$ cat src/rtl/lcd_capture.sv
// lcd_capture: captures a 160x144, 2-bit-per-pixel LCD stream, packs four
// pixels per byte and offers each byte to a framebuffer sink through a small
// valid/ready FIFO.
// Optional feature: define LCD_CAPTURE_DROP_CNT_EN to add the drop_cnt output,
// a saturating count of entries dropped because the FIFO was full.
`timescale 1ns/1ps

module lcd_capture #(
    parameter int FIFO_DEPTH = 4
) (
    input  logic        clk,
    input  logic        rst,
    input  logic        lcd_hsync,
    input  logic        lcd_vsync,
    input  logic        lcd_pixel,
    input  logic [1:0]  lcd_color,
    output logic [12:0] fb_addr,
    output logic [7:0]  fb_data,
    output logic        fb_valid,
    input  logic        fb_ready,
    output logic        frame_done,
    output logic        overflow
`ifdef LCD_CAPTURE_DROP_CNT_EN
    ,
    output logic [15:0] drop_cnt
`endif
);

    localparam int PTR_W = (FIFO_DEPTH > 1) ? $clog2(FIFO_DEPTH) : 1;
    localparam int CNT_W = PTR_W + 1;

    typedef enum logic [1:0] {
        WAIT_FRAME,
        CAPTURE,
        DRAIN,
        DONE
    } state_t;

    state_t state;

    logic hsync_q;
    logic vsync_q;
    logic hs_rise;
    logic vs_rise;
    logic vs_fall;

    logic [7:0] x_cnt;
    logic [7:0] y_cnt;
    logic [7:0] pack_reg;

    logic        capture_pix;
    logic        push;
    logic [12:0] y_ext;
    logic [12:0] push_addr;
    logic [7:0]  push_data;

    logic [20:0]      mem [FIFO_DEPTH];
    logic [PTR_W-1:0] wr_ptr;
    logic [PTR_W-1:0] rd_ptr;
    logic [CNT_W-1:0] count;
    logic             fifo_empty;
    logic             fifo_full;
    logic             pop;
    logic             wr_en;
    logic             drop;
    logic [20:0]      head;

    assign hs_rise = lcd_hsync & ~hsync_q;
    assign vs_rise = lcd_vsync & ~vsync_q;
    assign vs_fall = ~lcd_vsync & vsync_q;

    // A pixel is only kept when it falls inside the visible 160x144 area.
    assign capture_pix = (state == CAPTURE) && lcd_pixel &&
                         (x_cnt < 8'd160) && (y_cnt < 8'd144);
    assign push        = capture_pix && (x_cnt[1:0] == 2'd3);
    assign push_data   = {pack_reg[5:0], lcd_color};

    // y*40 = y*32 + y*8, kept in 13 bits so 143*40+39 = 5759 fits.
    assign y_ext     = {5'd0, y_cnt};
    assign push_addr = (y_ext << 5) + (y_ext << 3) + {7'd0, x_cnt[7:2]};

    assign fifo_empty = (count == '0);
    assign fifo_full  = (count == CNT_W'(FIFO_DEPTH));
    assign fb_valid   = ~fifo_empty;
    assign pop        = fb_valid & fb_ready;
    assign wr_en      = push & (~fifo_full | pop);
    assign drop       = push & fifo_full & ~pop;

    assign head    = mem[rd_ptr];
    assign fb_addr = fifo_empty ? 13'd0 : head[20:8];
    assign fb_data = fifo_empty ? 8'd0  : head[7:0];

    // Registered copies of the sync inputs for edge detection.
    always_ff @(posedge clk) begin
        if (rst) begin
            hsync_q <= 1'b0;
            vsync_q <= 1'b0;
        end else begin
            hsync_q <= lcd_hsync;
            vsync_q <= lcd_vsync;
        end
    end

    // Frame FSM: tracks pixel position, packs pixels and sequences the frame end.
    always_ff @(posedge clk) begin
        if (rst) begin
            state      <= WAIT_FRAME;
            x_cnt      <= 8'd0;
            y_cnt      <= 8'd0;
            pack_reg   <= 8'd0;
            frame_done <= 1'b0;
        end else begin
            frame_done <= 1'b0;
            case (state)
                WAIT_FRAME: begin
                    if (vs_fall) begin
                        x_cnt    <= 8'd0;
                        y_cnt    <= 8'd0;
                        pack_reg <= 8'd0;
                        state    <= CAPTURE;
                    end
                end
                CAPTURE: begin
                    if (capture_pix) begin
                        pack_reg <= {pack_reg[5:0], lcd_color};
                    end
                    // A pixel coinciding with the hsync edge still belongs to
                    // the old line, so the line advance wins over x_cnt++.
                    if (hs_rise && (x_cnt != 8'd0)) begin
                        x_cnt <= 8'd0;
                        if (y_cnt < 8'd144) begin
                            y_cnt <= y_cnt + 8'd1;
                        end
                    end else if (lcd_pixel && (x_cnt < 8'd160)) begin
                        x_cnt <= x_cnt + 8'd1;
                    end
                    if (vs_rise) begin
                        state <= DRAIN;
                    end
                end
                DRAIN: begin
                    if (fifo_empty) begin
                        state      <= DONE;
                        frame_done <= 1'b1;
                    end
                end
                DONE: begin
                    state <= WAIT_FRAME;
                end
                default: begin
                    state <= WAIT_FRAME;
                end
            endcase
        end
    end

    // FIFO storage; contents need no reset because fb_addr/fb_data mask them when empty.
    always_ff @(posedge clk) begin
        if (!rst && wr_en) begin
            mem[wr_ptr] <= {push_addr, push_data};
        end
    end

    // FIFO pointers, occupancy count and the sticky overflow flag.
    always_ff @(posedge clk) begin
        if (rst) begin
            wr_ptr   <= '0;
            rd_ptr   <= '0;
            count    <= '0;
            overflow <= 1'b0;
        end else begin
            if (wr_en) begin
                wr_ptr <= wr_ptr + PTR_W'(1);
            end
            if (pop) begin
                rd_ptr <= rd_ptr + PTR_W'(1);
            end
            case ({wr_en, pop})
                2'b10:   count <= count + CNT_W'(1);
                2'b01:   count <= count - CNT_W'(1);
                default: count <= count;
            endcase
            if (drop) begin
                overflow <= 1'b1;
            end
        end
    end

`ifdef LCD_CAPTURE_DROP_CNT_EN
    // Saturating count of entries lost to a full FIFO.
    always_ff @(posedge clk) begin
        if (rst) begin
            drop_cnt <= 16'd0;
        end else if (drop && (drop_cnt != 16'hFFFF)) begin
            drop_cnt <= drop_cnt + 16'd1;
        end
    end
`endif

endmodule

$ cat config.mk
export PLATFORM = sky130hd
export DESIGN_NAME = lcd_capture
export DESIGN_NICKNAME = d
export VERILOG_FILES = /design/src/rtl/lcd_capture.sv
export SDC_FILE = /design/constraint.sdc
export NUM_CORES = 1
export LEC_CHECK = 0
export ABC_AREA = 0
export CAP_MARGIN = 0
export CELL_PAD_IN_SITES_DETAIL_PLACEMENT = 1
export CELL_PAD_IN_SITES_GLOBAL_PLACEMENT = 1
export CORE_MARGIN = 2
export CORE_UTILIZATION = 40
export CTS_CLUSTER_SIZE = 20
export DETAILED_ROUTE_END_ITERATION = 7
export PLACE_DENSITY = 0.72
export SLEW_MARGIN = 20
export SYNTH_ARGS = -nofsm -noshare
export SYNTH_HDL_FRONTEND = slang
export SYNTH_SLANG_ARGS = --single-unit
$ cat constraint.sdc
create_clock -name clk -period 2.98 [get_ports clk]
set_input_delay 0.298 -clock clk [delete_from_list [all_inputs] [get_ports clk]]
set_output_delay 0.298 -clock clk [all_outputs]
set_load 0.01 [all_outputs]
==> results of run 1 <==
[logic make-up after synthesis]
| family | Yosys count | share of synthesized area |
|---|---|---|
| AOI/OAI and AO/OA | 54 | 0.0797 |
| xor gates and xnor gates | 19 | 0.0304 |
| adders and majority gates | 29 | 0.0704 |
| buffers and inverters | 27 | 0.0190 |
| DFF | 121 | 0.596 |
| muxes | 25 | 0.0937 |
| and+or+nand+nor | 112 | 0.111 |
[power groups by stage]
stage	registers, mW	clock network (mW)	logic (mW)
6_report	1.85	1.96	0.939
5_1_grt	1.85	2.08	1.03
4_1_cts	1.85	2.01	0.962
3_5_place_dp	1.88	0	0.958
3_3_place_gp	1.88	0	0.931
2_1_floorplan	1.88	0	0.591
[worst max-delay path, stage by stage (launching register included)]
cell             delay [ps]
dfxtp_1                 310
buf_4                   380
mux4_2                  560
and2_1                  200
clkdlybuf4s50_1         480
[worst paths after layout]
| kind | start | endpoint | slack, ps |
|---|---|---|---|
| setup reg to reg | y_cnt[0] | mem[0][20] | 370 |
| hold / removal | lcd_hsync | hsync_q | 460 |
| setup / recovery | flip-flop | fb_addr[1] | 330 |
| hold reg to reg | overflow | overflow | 500 |
[metal layers]
| metal | track usage | vias up | part of all wire |
|---|---|---|---|
| li1 | - | 1555 | - |
| met2 | 0.278 | 55 | 0.49 |
| met3 | 0.0446 | 17 | 0.029 |
| met4 | 0.0705 | 0 | 0.017 |
| met5 | 0 | - | 0 |
| met1 | 0.215 | 1705 | 0.46 |
[layout make-up]
| cell class | count | area [um2] |
|---|---|---|
| Clock buffer | 19 | 443 |
| Clock inverter | 13 | 128 |
| Fill cell | 1323 | 6700 |
| Inverter | 14 | 52.6 |
| Multi-Input combinational cell | 239 | 2110 |
| Sequential cell | 121 | 3260 |
| Tap cell | 176 | 220 |
| Timing Repair Buffer | 41 | 385 |
[placed cells by master (no fill, tap or decap), types with 11 or more instances in the layout]
cell type and n:
edfxtp_1 84, dfxtp_1 37, clkdlybuf4s50_1 31, nor2_1 30
ha_1 26, and2_1 24, mux4_2 21, clkbuf_16 17
nand2_1 16, inv_1 14, and3_1 11
[through the flow]
stage	util	instance area [um2]
after floorplan	-	5480
after global placement	0.454	6030
after detailed placement	0.454	6030
after CTS	0.496	6600
after global routing	0.496	6600
final	0.496	6600
==> metrics.cfg, run 1 <==
[synth]
synth.avg_cell_area_um2 = 14.1
synth-seq-area-share = 0.596
synthTopCellsByCount = 84 x edfxtp_1, 37 x dfxtp_1, 30 x nor2_1
synth_cell_types = 56
syn_area_um2 = 5480
synth_area_leader_cell = edfxtp_1
synth_top_cell_area_share = 0.461
synth-main-ff-cell = edfxtp_1
synth-edff-count = 84
synth_nets = 424
syn_inst = 387
async_flop_share = 0
yosysMostFrequentCell = edfxtp_1
synth.ff_latch_count = 121
ys_warn_count = 0
yosys-top-cells-area = edfxtp_1 46%, dfxtp_1 14%, mux4_2 8.6%

[global_route]
antenna_found_initial = 0
gr-usage-all-layers = 0.171
grt_pass1_wl_um = 18800
grt_max_degree = 29
overflow = 0
grt_pass1_vias = 3557

[die]
std_cell_rows = 42
io_pins = 32
start_util = 0.412
die_area_um2 = 14600
die_w_um = 121
core_area_um2 = 13300
die_h_um = 121

[timing]
max_freq_ghz = 0.377
setup_slack_ps = 329
finClkSkew_ps = 6.23
whs_ps = 463
final_max_slew_viol_count = 0
hold_violations = 0
fin_crit_sh = 0.889
fin_crit_ps = 2650
tightest_slew_ps = 613
setup_violations = 0
slew_headroom = 0.588
final.setup.tns_ps = 0
rsz0062_at_grt = false

[finish]
top_register = mem
fin_cells = 623
area_delta_synth_final_pct = 20.5
layout-drive-gt1-share = 0.163
nNetsFinal = 471
antenna_cells = 0
largest_register_ffs = 84
top_regs = mem x84, x_cnt x8, y_cnt x8

[cts]
cts_hold_buffers = 0
ctsHtreeMaxLevel = 4
numCtsBuffers = 17
cts_resized = 0
clk_pin_slew_ps = 60
clock_path_buffers = 2
clock_sinks = 121
cts_setup_buffers = 0
clk_latency_ps = 410
cts_tree = yes
clock-root-buffer = clkbuf_16

[place]
portBuffers = 31
place_inst = 591
hpwl_um = 7180
dp_slack_ps = 373
gp_congestion = 0.782

[power_and_ir_drop]
fin_total_pwr_mw = 4.74
p_leak_nw = 2.37
ir_drop_v = 0.000399
power_frac_seq = 0.389
p_int_mw = 3.51
swShare = 0.260
power_frac_comb = 0.198
net-switching-power_mw = 1.23
pwr_density_cell_nw_per_um2 = 719
p_clk_frac = 0.413

[detailed_routing]
detail-route-antenna-nets = 0
drt-initial-drc-count = 198
vias_per_cell = 5.35
routedWlPerCell_um = 18.0
firstDrtPassIters = 4
drc = 0
vias = 3332
totalWireLength_um = 11200

[worst_setup_path]
path_class = flip-flop to output pin
required_ps = 2680
crit_fanout = 21
end_kind = output pin
cp-start-kind = flip-flop
r2r_cells = 6
crit_arrival_ps = 2350

[min_path]
hold_path.class = primary input to flip-flop
whs_path_depth = 2

[outcome]
outcome = complete, no violations

[job]
maxCapViolCount = 0

(Power assumes the default switching activity.)
==> run 2: changes to the inputs <==
CAP_MARGIN = not set   (was 0)
HOLD_SLACK_MARGIN = 0.02   (was not set)
==> results of run 2 <==
The final DEF is identical to that of run 1; final timing and power are the same.
==> run 3: changes to the inputs <==
==> constraint.sdc (replaced) <==
create_clock -name clk -period 2.98 [get_ports clk]
set_input_delay 0.298 -clock clk [delete_from_list [all_inputs] [get_ports clk]]
set_output_delay 0.298 -clock clk [all_outputs]
set_load 0.005 [all_outputs]
==> results of run 3 <==
Same layout as run 1 (identical final DEF). Status: complete, no violations.
Main changes from that run: setup slack after layout 329 ps -> 363 ps; total power 4.74 mW -> 4.71 mW
